## src/rtl/ps2_pkg.sv

```systemverilog
// Shared definitions for the PS/2 scancode receiver: frame states,
// scancode prefix bytes and the layout of a queued entry.
package ps2_pkg;

    typedef enum logic [1:0] {
        ST_IDLE   = 2'd0,
        ST_DATA   = 2'd1,
        ST_PARITY = 2'd2,
        ST_STOP   = 2'd3
    } ps2_state_t;

    localparam logic [7:0] EXT_PREFIX = 8'hE0;
    localparam logic [7:0] BRK_PREFIX = 8'hF0;

    localparam int RD_WIDTH    = 10;
    localparam int RD_EXT_BIT  = 9;
    localparam int RD_BRK_BIT  = 8;
    localparam int RD_CODE_MSB = 7;
    localparam int RD_CODE_LSB = 0;

    function automatic logic [RD_WIDTH-1:0] packEntry(input logic ext, input logic brk,
                                                      input logic [7:0] code);
        logic [RD_WIDTH-1:0] entry;
        entry = '0;
        entry[RD_EXT_BIT] = ext;
        entry[RD_BRK_BIT] = brk;
        entry[RD_CODE_MSB:RD_CODE_LSB] = code;
        return entry;
    endfunction

endpackage

```

## src/rtl/ps2_sync_fifo.sv

```systemverilog
// Show-ahead synchronous FIFO; a push at full is accepted only when a pop
// happens in the same cycle.
module ps2_sync_fifo #(
    parameter int WIDTH = 10,
    parameter int DEPTH = 8
) (
    input  logic                       clk,
    input  logic                       rst_n,
    input  logic                       i_push,
    input  logic [WIDTH-1:0]           i_wdata,
    input  logic                       i_pop,
    output logic [WIDTH-1:0]           o_rdata,
    output logic                       o_valid,
    output logic                       o_full,
    output logic [$clog2(DEPTH+1)-1:0] o_count
);

    localparam int AW = $clog2(DEPTH);
    localparam int CW = $clog2(DEPTH+1);

    logic [WIDTH-1:0] r_mem [DEPTH];
    logic [AW-1:0]    r_wrPtr;
    logic [AW-1:0]    r_rdPtr;
    logic [CW-1:0]    r_count;
    logic             w_empty;
    logic             w_doPush;
    logic             w_doPop;

    assign w_empty  = (r_count == '0);
    assign o_full   = (r_count == CW'(DEPTH));
    assign w_doPop  = i_pop & ~w_empty;
    assign w_doPush = i_push & (~o_full | w_doPop);

    always_ff @(posedge clk or negedge rst_n) begin
        if (!rst_n) begin
            r_wrPtr <= '0;
            r_rdPtr <= '0;
            r_count <= '0;
        end else begin
            if (w_doPush) r_wrPtr <= r_wrPtr + 1'b1;
            if (w_doPop)  r_rdPtr <= r_rdPtr + 1'b1;
            case ({w_doPush, w_doPop})
                2'b10:   r_count <= r_count + 1'b1;
                2'b01:   r_count <= r_count - 1'b1;
                default: r_count <= r_count;
            endcase
        end
    end

    // Storage needs no reset: the read port is masked while the queue is empty.
    always_ff @(posedge clk) begin
        if (w_doPush) r_mem[r_wrPtr] <= i_wdata;
    end

    assign o_rdata = w_empty ? '0 : r_mem[r_rdPtr];
    assign o_valid = ~w_empty;
    assign o_count = r_count;

endmodule

```

## src/rtl/ps2_scan_controller.sv

```systemverilog
// PS/2 keyboard receiver: synchronizes the bus, deframes 11-bit frames,
// folds E0/F0 prefixes into flags and queues the resulting scancodes.
module ps2_scan_controller
    import ps2_pkg::*;
#(
    parameter int FIFO_DEPTH     = 8,
    parameter int TIMEOUT_CYCLES = 50000
) (
    input  logic                            clk,
    input  logic                            rst_n,
    input  logic                            PS2_CLK,
    input  logic                            PS2_DAT,
    input  logic                            rd_en,
    output logic [RD_WIDTH-1:0]             rd_data,
    output logic                            rd_valid,
    output logic [$clog2(FIFO_DEPTH+1)-1:0] fifo_count,
    input  logic                            err_clear,
    output logic                            overflow,
    output logic                            parity_err,
    output logic                            framing_err
);

    localparam int         TO_W = (TIMEOUT_CYCLES > 1) ? $clog2(TIMEOUT_CYCLES) : 1;
    localparam logic [TO_W-1:0] TO_MAX = TO_W'(TIMEOUT_CYCLES - 1);

    logic [1:0]      r_clkSync;
    logic [1:0]      r_datSync;
    logic            r_clkPrev;
    ps2_state_t      r_state;
    ps2_state_t      w_nextState;
    logic [2:0]      r_bitIdx;
    logic [7:0]      r_shift;
    logic            r_parity;
    logic [TO_W-1:0] r_timeout;
    logic            r_extPending;
    logic            r_brkPending;
    logic            r_overflow;
    logic            r_parityErr;
    logic            r_framingErr;

    logic w_fall;
    logic w_dat;
    logic w_shiftEn;
    logic w_parEn;
    logic w_frameDone;
    logic w_timeoutHit;
    logic w_parOk;
    logic w_good;
    logic w_isExt;
    logic w_isBrk;
    logic w_push;
    logic w_pop;
    logic w_full;

    // Synchronizers idle at 1 so reset release never fakes a falling edge.
    always_ff @(posedge clk or negedge rst_n) begin
        if (!rst_n) begin
            r_clkSync <= 2'b11;
            r_datSync <= 2'b11;
            r_clkPrev <= 1'b1;
        end else begin
            r_clkSync <= {r_clkSync[0], PS2_CLK};
            r_datSync <= {r_datSync[0], PS2_DAT};
            r_clkPrev <= r_clkSync[1];
        end
    end

    assign w_fall = r_clkPrev & ~r_clkSync[1];
    assign w_dat  = r_datSync[1];

    always_ff @(posedge clk or negedge rst_n) begin
        if (!rst_n) r_state <= ST_IDLE;
        else        r_state <= w_nextState;
    end

    always_comb begin
        w_nextState  = r_state;
        w_shiftEn    = 1'b0;
        w_parEn      = 1'b0;
        w_frameDone  = 1'b0;
        w_timeoutHit = 1'b0;
        case (r_state)
            ST_IDLE:   if (w_fall && !w_dat) w_nextState = ST_DATA;
            ST_DATA:   if (w_fall) begin
                           w_shiftEn = 1'b1;
                           if (r_bitIdx == 3'd7) w_nextState = ST_PARITY;
                       end
            ST_PARITY: if (w_fall) begin
                           w_parEn     = 1'b1;
                           w_nextState = ST_STOP;
                       end
            ST_STOP:   if (w_fall) begin
                           w_frameDone = 1'b1;
                           w_nextState = ST_IDLE;
                       end
            default:   w_nextState = ST_IDLE;
        endcase
        // A stalled frame is abandoned; a real edge in the same cycle takes precedence.
        if (r_state != ST_IDLE && !w_fall && r_timeout == TO_MAX) begin
            w_nextState  = ST_IDLE;
            w_timeoutHit = 1'b1;
        end
    end

    always_ff @(posedge clk or negedge rst_n) begin
        if (!rst_n) begin
            r_bitIdx  <= '0;
            r_shift   <= '0;
            r_parity  <= 1'b0;
            r_timeout <= '0;
        end else begin
            if (r_state == ST_IDLE) r_bitIdx <= '0;
            else if (w_shiftEn)     r_bitIdx <= r_bitIdx + 1'b1;
            if (w_shiftEn) r_shift  <= {w_dat, r_shift[7:1]};
            if (w_parEn)   r_parity <= w_dat;
            if (w_fall || r_state == ST_IDLE) r_timeout <= '0;
            else if (r_timeout != TO_MAX)     r_timeout <= r_timeout + 1'b1;
        end
    end

    assign w_parOk = ^{r_shift, r_parity};
    assign w_good  = w_frameDone & w_dat & w_parOk;
    assign w_isExt = w_good & (r_shift == EXT_PREFIX);
    assign w_isBrk = w_good & (r_shift == BRK_PREFIX);
    assign w_push  = w_good & ~w_isExt & ~w_isBrk;
    assign w_pop   = rd_en & rd_valid;

    always_ff @(posedge clk or negedge rst_n) begin
        if (!rst_n) begin
            r_extPending <= 1'b0;
            r_brkPending <= 1'b0;
        end else if (w_push) begin
            r_extPending <= 1'b0;
            r_brkPending <= 1'b0;
        end else begin
            if (w_isExt) r_extPending <= 1'b1;
            if (w_isBrk) r_brkPending <= 1'b1;
        end
    end

    // Sticky flags: a fresh error outranks a simultaneous clear.
    always_ff @(posedge clk or negedge rst_n) begin
        if (!rst_n) begin
            r_overflow   <= 1'b0;
            r_parityErr  <= 1'b0;
            r_framingErr <= 1'b0;
        end else begin
            r_overflow   <= (w_push & w_full & ~w_pop) | (r_overflow & ~err_clear);
            r_parityErr  <= (w_frameDone & ~w_parOk) | (r_parityErr & ~err_clear);
            r_framingErr <= (w_frameDone & ~w_dat) | w_timeoutHit | (r_framingErr & ~err_clear);
        end
    end

    ps2_sync_fifo #(
        .WIDTH (RD_WIDTH),
        .DEPTH (FIFO_DEPTH)
    ) u_fifo (
        .clk     (clk),
        .rst_n   (rst_n),
        .i_push  (w_push),
        .i_wdata (packEntry(r_extPending, r_brkPending, r_shift)),
        .i_pop   (rd_en),
        .o_rdata (rd_data),
        .o_valid (rd_valid),
        .o_full  (w_full),
        .o_count (fifo_count)
    );

    assign overflow    = r_overflow;
    assign parity_err  = r_parityErr;
    assign framing_err = r_framingErr;

endmodule
```

## config.mk

```make
export PLATFORM = sky130hd
export DESIGN_NAME = ps2_scan_controller
export DESIGN_NICKNAME = d
export VERILOG_FILES = /design/src/rtl/ps2_pkg.sv /design/src/rtl/ps2_sync_fifo.sv /design/src/rtl/ps2_scan_controller.sv
export SDC_FILE = /design/constraint.sdc
export NUM_CORES = 1
export LEC_CHECK = 0
export ABC_AREA = 1
export CAP_MARGIN = 10
export CORE_ASPECT_RATIO = 0.8
export CORE_MARGIN = 4
export CORE_UTILIZATION = 25
export CTS_CLUSTER_DIAMETER = 150
export CTS_CLUSTER_SIZE = 16
export DETAILED_ROUTE_END_ITERATION = 10
export PLACE_DENSITY = 0.39
export SYNTH_ARGS = -nofsm -noshare
export SYNTH_HDL_FRONTEND = slang
export SYNTH_SLANG_ARGS = --single-unit
```

## constraint.sdc

```tcl
create_clock -name clk -period 3.25 [get_ports clk]
set_input_delay 0.975 -clock clk [delete_from_list [all_inputs] [get_ports clk]]
set_output_delay 0.975 -clock clk [all_outputs]
set_load 0.03 [all_outputs]
```

# Word-level counts from Yosys, hierarchy flattened
# Memory sizes are Yosys's and may differ from the RTL's.
# Cells that the tools add are included.
# totals
in_bits	6
ram_bits	80
output_inout_bits	18
elab_cells	109
reg_bits	50
mem_count	1
# mem_list
name	words	word_bits	read_ports	rd_clocked_by_memory_dff	wr	line	text
u_fifo.r_mem	8	10	1	0	1	ps2_sync_fifo.sv:21	logic [WIDTH-1:0] r_mem [DEPTH];
# op_classes
n_bitwise	30
n_eq_ne	16
addsub	6
mux	24
n_reduce_logical	16
# ops
op	count
$mux W16	2
$add A16 B1 Y16 const B	1
$and A1 B1 Y1	16
$eq A16 B16 Y1 const B	1
$eq A8 B8 Y1 const B	2
$ne A16 B16 Y1 const B	1
$ne A3 B3 Y1 const B	5
$mux W2	6
$reduce_bool A2 Y1	6
$mux W1	11
$mux W10	1
$add A3 B1 Y3 const B	3
$not A1 Y1	9
$reduce_xor A9 Y1	1
$pmux W2 S4	1
$pmux W4 S2	1
$eq A2 B2 Y1 const B	3
$mux W3	2
$or A1 B1 Y1	5
$reduce_and A5 Y1	1
$add A4 B1 Y4 const B	1
$eq A2 B1 Y1 const B	2
$eq A4 B4 Y1 const B	1
$logic_not A4 Y1	1
6 further kinds	9

# Logic depth before layout (Yosys ltp)
# depth
ltp_word	13
depth_mapped	16
mapped_depth_nobuf	15

# Hierarchy
# From an unflattened synthesis, not the netlist that was laid out.
# unflattened
cells_unflattened	581
hier_area_um2	5898.2
# modules_own_cells
mod	cells_each	seq_area_each_um2	instances	area_each_um2
ps2_sync_fifo	318	2652.5	1	3771.1
ps2_scan_controller	263	1007.2	1	2127.0

# Worst setup path before layout
# OpenSTA, ideal clock, no wires.
# synth_path
kind	register -> output
startpoint	register u_fifo.r_count[1], in the netlist u_fifo.o_count[1]
endpoint	output rd_data[0]
path_buffers	1
required_ns	2.275
arrival_time_ns	1.982
setup_slack_ns	0.293
path_stages_with_launch	8
path_cell_list	dfrtp_1 -> nor2_1 -> inv_1 -> nor3_1 -> inv_1 -> clkbuf_1 -> o21ai_0 -> a31oi_1
# synth_via
elab_chain_cells	2
# synth_lines
element	line	text
from (decl)	ps2_sync_fifo.sv:24	logic [CW-1:0] r_count;
from (signal assigned)	ps2_sync_fifo.sv:43	2'b10: r_count <= r_count + 1'b1;
from (signal assigned)	ps2_sync_fifo.sv:44	2'b01: r_count <= r_count - 1'b1;
from (signal assigned)	ps2_sync_fifo.sv:45	default: r_count <= r_count;
$logic_not A4 Y1	ps2_sync_fifo.sv:29	assign w_empty = (r_count == '0);
$mux W10	ps2_sync_fifo.sv:55	assign o_rdata = w_empty ? '0 : r_mem[r_rdPtr];
to (decl)	ps2_scan_controller.sv:14	output logic [RD_WIDTH-1:0] rd_data,
# Every way passes these cells.

# Worst setup path after layout
# layout_path
startpoint	register u_fifo.r_rdPtr[0]
endpoint	output rd_data[0]
# layout_via
elab_chain_cells	2
# layout_lines
element	line	text
from (decl)	ps2_sync_fifo.sv:23	logic [AW-1:0] r_rdPtr;
from (signal assigned)	ps2_sync_fifo.sv:41	if (w_doPop) r_rdPtr <= r_rdPtr + 1'b1;
$mem_v2 Z8 W10	-	
$mux W10	ps2_sync_fifo.sv:55	
# Every way passes these cells.

==> results.py <==
metrics = {
    "layout": {
        "fin_util_pct": 31.1,
        "antennaDiodeCount": 0,
        "design_area_mm2": 0.00702,
        "nets": 612,
        "layout-drive-gt1-share_pct": 13.2,
        "area_delta_synth_final_pct": 22.2,
    },
    "synthesis": {
        "yosysUniqueCellTypes": 34,
        "netlist_area_mm2": 0.00574,
        "avgSynthCellArea_um2": 10.5,
        "synth_nets": 567,
        "syn-instance-count": 549,
        "ys_seq_elements": 130,
        "ys_seq_area_share_pct": 63.7,
        "ys.warnings.count": 0,
    },
    "power": {
        "vdd_ir_drop_max_mv": 0.288,
        "p_per_area_mw_per_mm2": 894,
        "leakage_nw": 2.68,
    },
    "worst_setup_path": {
        "slowest_stage": "dfrtp_1",
        "critical_path.max_fanout": 25,
        "crit_buf_inv": 3,
        "worst-endpoint-arrival_ps": 2120,
        "path_class": "flip-flop to output pin",
        "path_cells": "inv_1 -> buf_12 -> nor2_1 -> o22ai_1 -> o21ai_0 -> a31oi_1 -> clkdlybuf4s15_1",
        "start_kind": "flip-flop",
        "crit_path_max_incr_delay_ps": 410,
        "crit_path_end_kind": "output pin",
        "critPathRequiredTime_ps": 2270,
        "rrSetupSlack_ps": 640,
        "crit_family": "buffers and inverters",
    },
    "timing": {
        "tightest_slew_ps": 621,
        "post-route-min-period_ps": 3090,
        "rsz0062_at_grt": "false",
        "hold_viol_final": 0,
        "drv_slew": 0,
        "fmax_mhz": 323,
        "relSlewSlack_pct": 58.5,
        "setup_tns_ps": 0,
        "setup_viol": 0,
        "skew_ps": 10.4,
        "post-route-period-util_pct": 95.2,
    },
    "grt": {
        "grt_pass1_vias": 4085,
        "grt_pass1_wl_um": 22100,
        "antenna_found_initial": 0,
        "grt_usage_pct": 11.4,
        "grt_max_degree": 43,
        "global_route.overflow_total": 0,
    },
    "clock_network": {
        "tritoncts": "yes",
        "worstSkewPairLatency_ps": 420,
        "cts_buffers": 17,
        "post_cts_buffers": 0,
        "clockBufferDepth": 2,
        "cts_sinks": 130,
        "root_buffer": "clkbuf_16",
        "holdBufCountCts": 0,
        "clkTransAtPathRegs_ps": 60,
        "cts-htree-levels": 4,
    },
    "route": {
        "drc_errors": 0,
        "wl_per_cell_um": 14.9,
        "ant_nets": 0,
        "dr_total_vias": 4001,
        "drt_first_iter_violations": 289,
        "dr.pass1.iters": 4,
        "drt_wl_total_um": 13600,
        "drt-vias-per-instance": 4.38,
    },
    "floorplan": {
        "rows": 49,
        "ioPinCount": 24,
        "die_area_mm2": 0.0255,
        "core_area_mm2": 0.0226,
        "die_h_um": 144,
        "chipWidth_um": 177,
        "start_util_pct": 25.5,
    },
    "placement": {
        "gp_congestion": 0.786,
        "numPortBuffers": 23,
        "post_dp_cell_area_mm2": 0.00647,
        "detailed_place_hpwl_um": 9010,
    },
    "run_status": {
        "status": "finished clean",
    },
    "flow_run": {
        "maxCapViolations": 0,
    },
    "worst_hold_path": {
        "worstHoldPathType": "flip-flop to flip-flop",
    },
}
-- repair_timing --
| item | 4_1_cts | 5_1_grt |
|---|---|---|
| gates cloned | 0 | 0 |
| setup endpoints to repair | 6 | 4 |
| gates resized for setup | 7 | 6 |
| pin swaps | 0 | 0 |
-- metal layers --
metal	share of wire [%]	track usage, %	wire [um]	up-vias
met5	0	0	0	-
met2	45	17.7	6140	51
met3	2.6	2.29	349	18
met1	51	15.8	6960	1950
li1	-	-	-	1982
met4	1.4	4.39	197	0
-- worst reg2reg max path: stages (launching register included) --
cell and delay [ps]:
dfrtp_1 600, inv_1 130, nand2_1 100, nand2_1 50, nand2_1 60, nand2_2 60, inv_1 50, nand3_1 110
nand2_4 150, nand4_4 90, ha_1 250, xor2_1 200, ha_1 170, a21oi_1 40, or2_2 300, a22oi_1 150
-- final timing paths --
check                                  start                end  cells after the start
setup / recovery           u_fifo.r_rdPtr[0]         rd_data[0]                      7
hold / removal                  r_datSync[0]       r_datSync[1]                      0
setup reg to reg                  r_shift[1]  u_fifo.o_count[2]                     15
hold reg to reg                 r_datSync[0]       r_datSync[1]                      0
max in group asynchronous              rst_n       r_datSync[0]                      2
min in group asynchronous              rst_n      r_timeout[13]                      2
-- synth_stat cells, drive strengths merged --
cell | number | area, um2
a21boi | 2 | 15.0
a21oi | 9 | 45.0
a22oi | 2 | 15.0
a31oi | 11 | 68.8
buf | 1 | 11.3
clkbuf | 18 | 67.6
dfrtp | 45 | 1130
dfstp | 5 | 131
edfxtp | 80 | 2400
ha | 12 | 150
inv | 49 | 184
mux2 | 1 | 11.3
nand2 | 74 | 290
nand3 | 21 | 110
nand3b | 1 | 7.51
nand4 | 9 | 71.3
nor2 | 86 | 344
nor3 | 16 | 80.1
nor4 | 2 | 12.5
o211ai | 1 | 7.51
o21ai | 77 | 385
o22ai | 10 | 62.6
o31ai | 1 | 7.51
or2 | 1 | 6.26
xnor2 | 5 | 43.8
xor2 | 10 | 87.6
-- area by class of cell --
| cell class | count | area, um2 |
|---|---|---|
| fillers | 2347 | 15500 |
| multi-input cells | 351 | 1820 |
| well taps | 306 | 383 |
| clock inverters | 15 | 136 |
| clock buffers | 17 | 425 |
| repair buffers | 45 | 412 |
| flip-flops and latches | 130 | 3660 |
| inverters | 49 | 184 |
-- per-stage QoR --
stage | worst slack (ps) | std cells | hold WS (ps) | power [mW]
after global routing | 4.53 | 913 | 365 | 6.73
final | 157 | 913 | 356 | 6.28
after detailed placement | 203 | 881 | 347 | 4.58
after CTS | 77.2 | 913 | 356 | 6.38
after floorplan | 293 | 549 | 345 | 3.69
after global placement | 249 | 881 | 348 | 4.57
-- layout by cell type (no fill, tap or decap), types with 4 or more instances in the layout --
cell             Yosys  layout
clkbuf_16            0      17
xnor2_1              5       5
ha_1                12      12
clkdlybuf4s50_1      0      11
nand3_1             20      20
o21ai_0             73      73
a21oi_1              9       9
nand2_1             71      71
inv_6                0       7
a31oi_1             11      11
dfrtp_1             45      45
buf_4                0      23
o22ai_1             10      10
dfstp_2              5       5
inv_2                4       5
o21ai_1              4       4
edfxtp_1            80      80
nand4_1              8       8
xor2_1              10      10
inv_1               45      44
nor3_1              16      16
nor2_1              83      83
-- cell families (layout without fill, tap and decap cells) --
family	count (synthesis)	in the layout	synth area share [%]
XOR/XNOR	15	15	2.29
adder cells (fa/ha/maj)	12	12	2.61
AO/OA/AOI/OAI	113	113	10.6
multiplexers	1	1	0.196
buffers and inverters	68	126	4.57
flip-flops	130	130	63.7
AND/OR/NAND/NOR	210	210	16.1
-- registers in the layout, indices dropped and copies added, names as in the netlist --
register and cells:
r_parity 1, r_brkPending 1, r_bitIdx 3, u_fifo.r_rdPtr 3
r_clkSync 2, r_extPending 1, r_datSync 2, u_fifo.r_wrPtr 3
r_shift 8, r_timeout 16, r_clkPrev 1, parity_err 1
framing_err 1, r_state 2, u_fifo.r_mem 80, u_fifo.o_count 4
overflow 1
-- report_power, final --
group / internal, mW / leakage [nW] / switching [mW] / total, mW
clock network: 1.01 / 0.272 / 0.814 / 1.82
logic: 0.787 / 1.04 / 1.40 / 2.19
registers: 2.00 / 1.37 / 0.268 / 2.27
No activity file was read; power rests on OpenSTA's default activity.
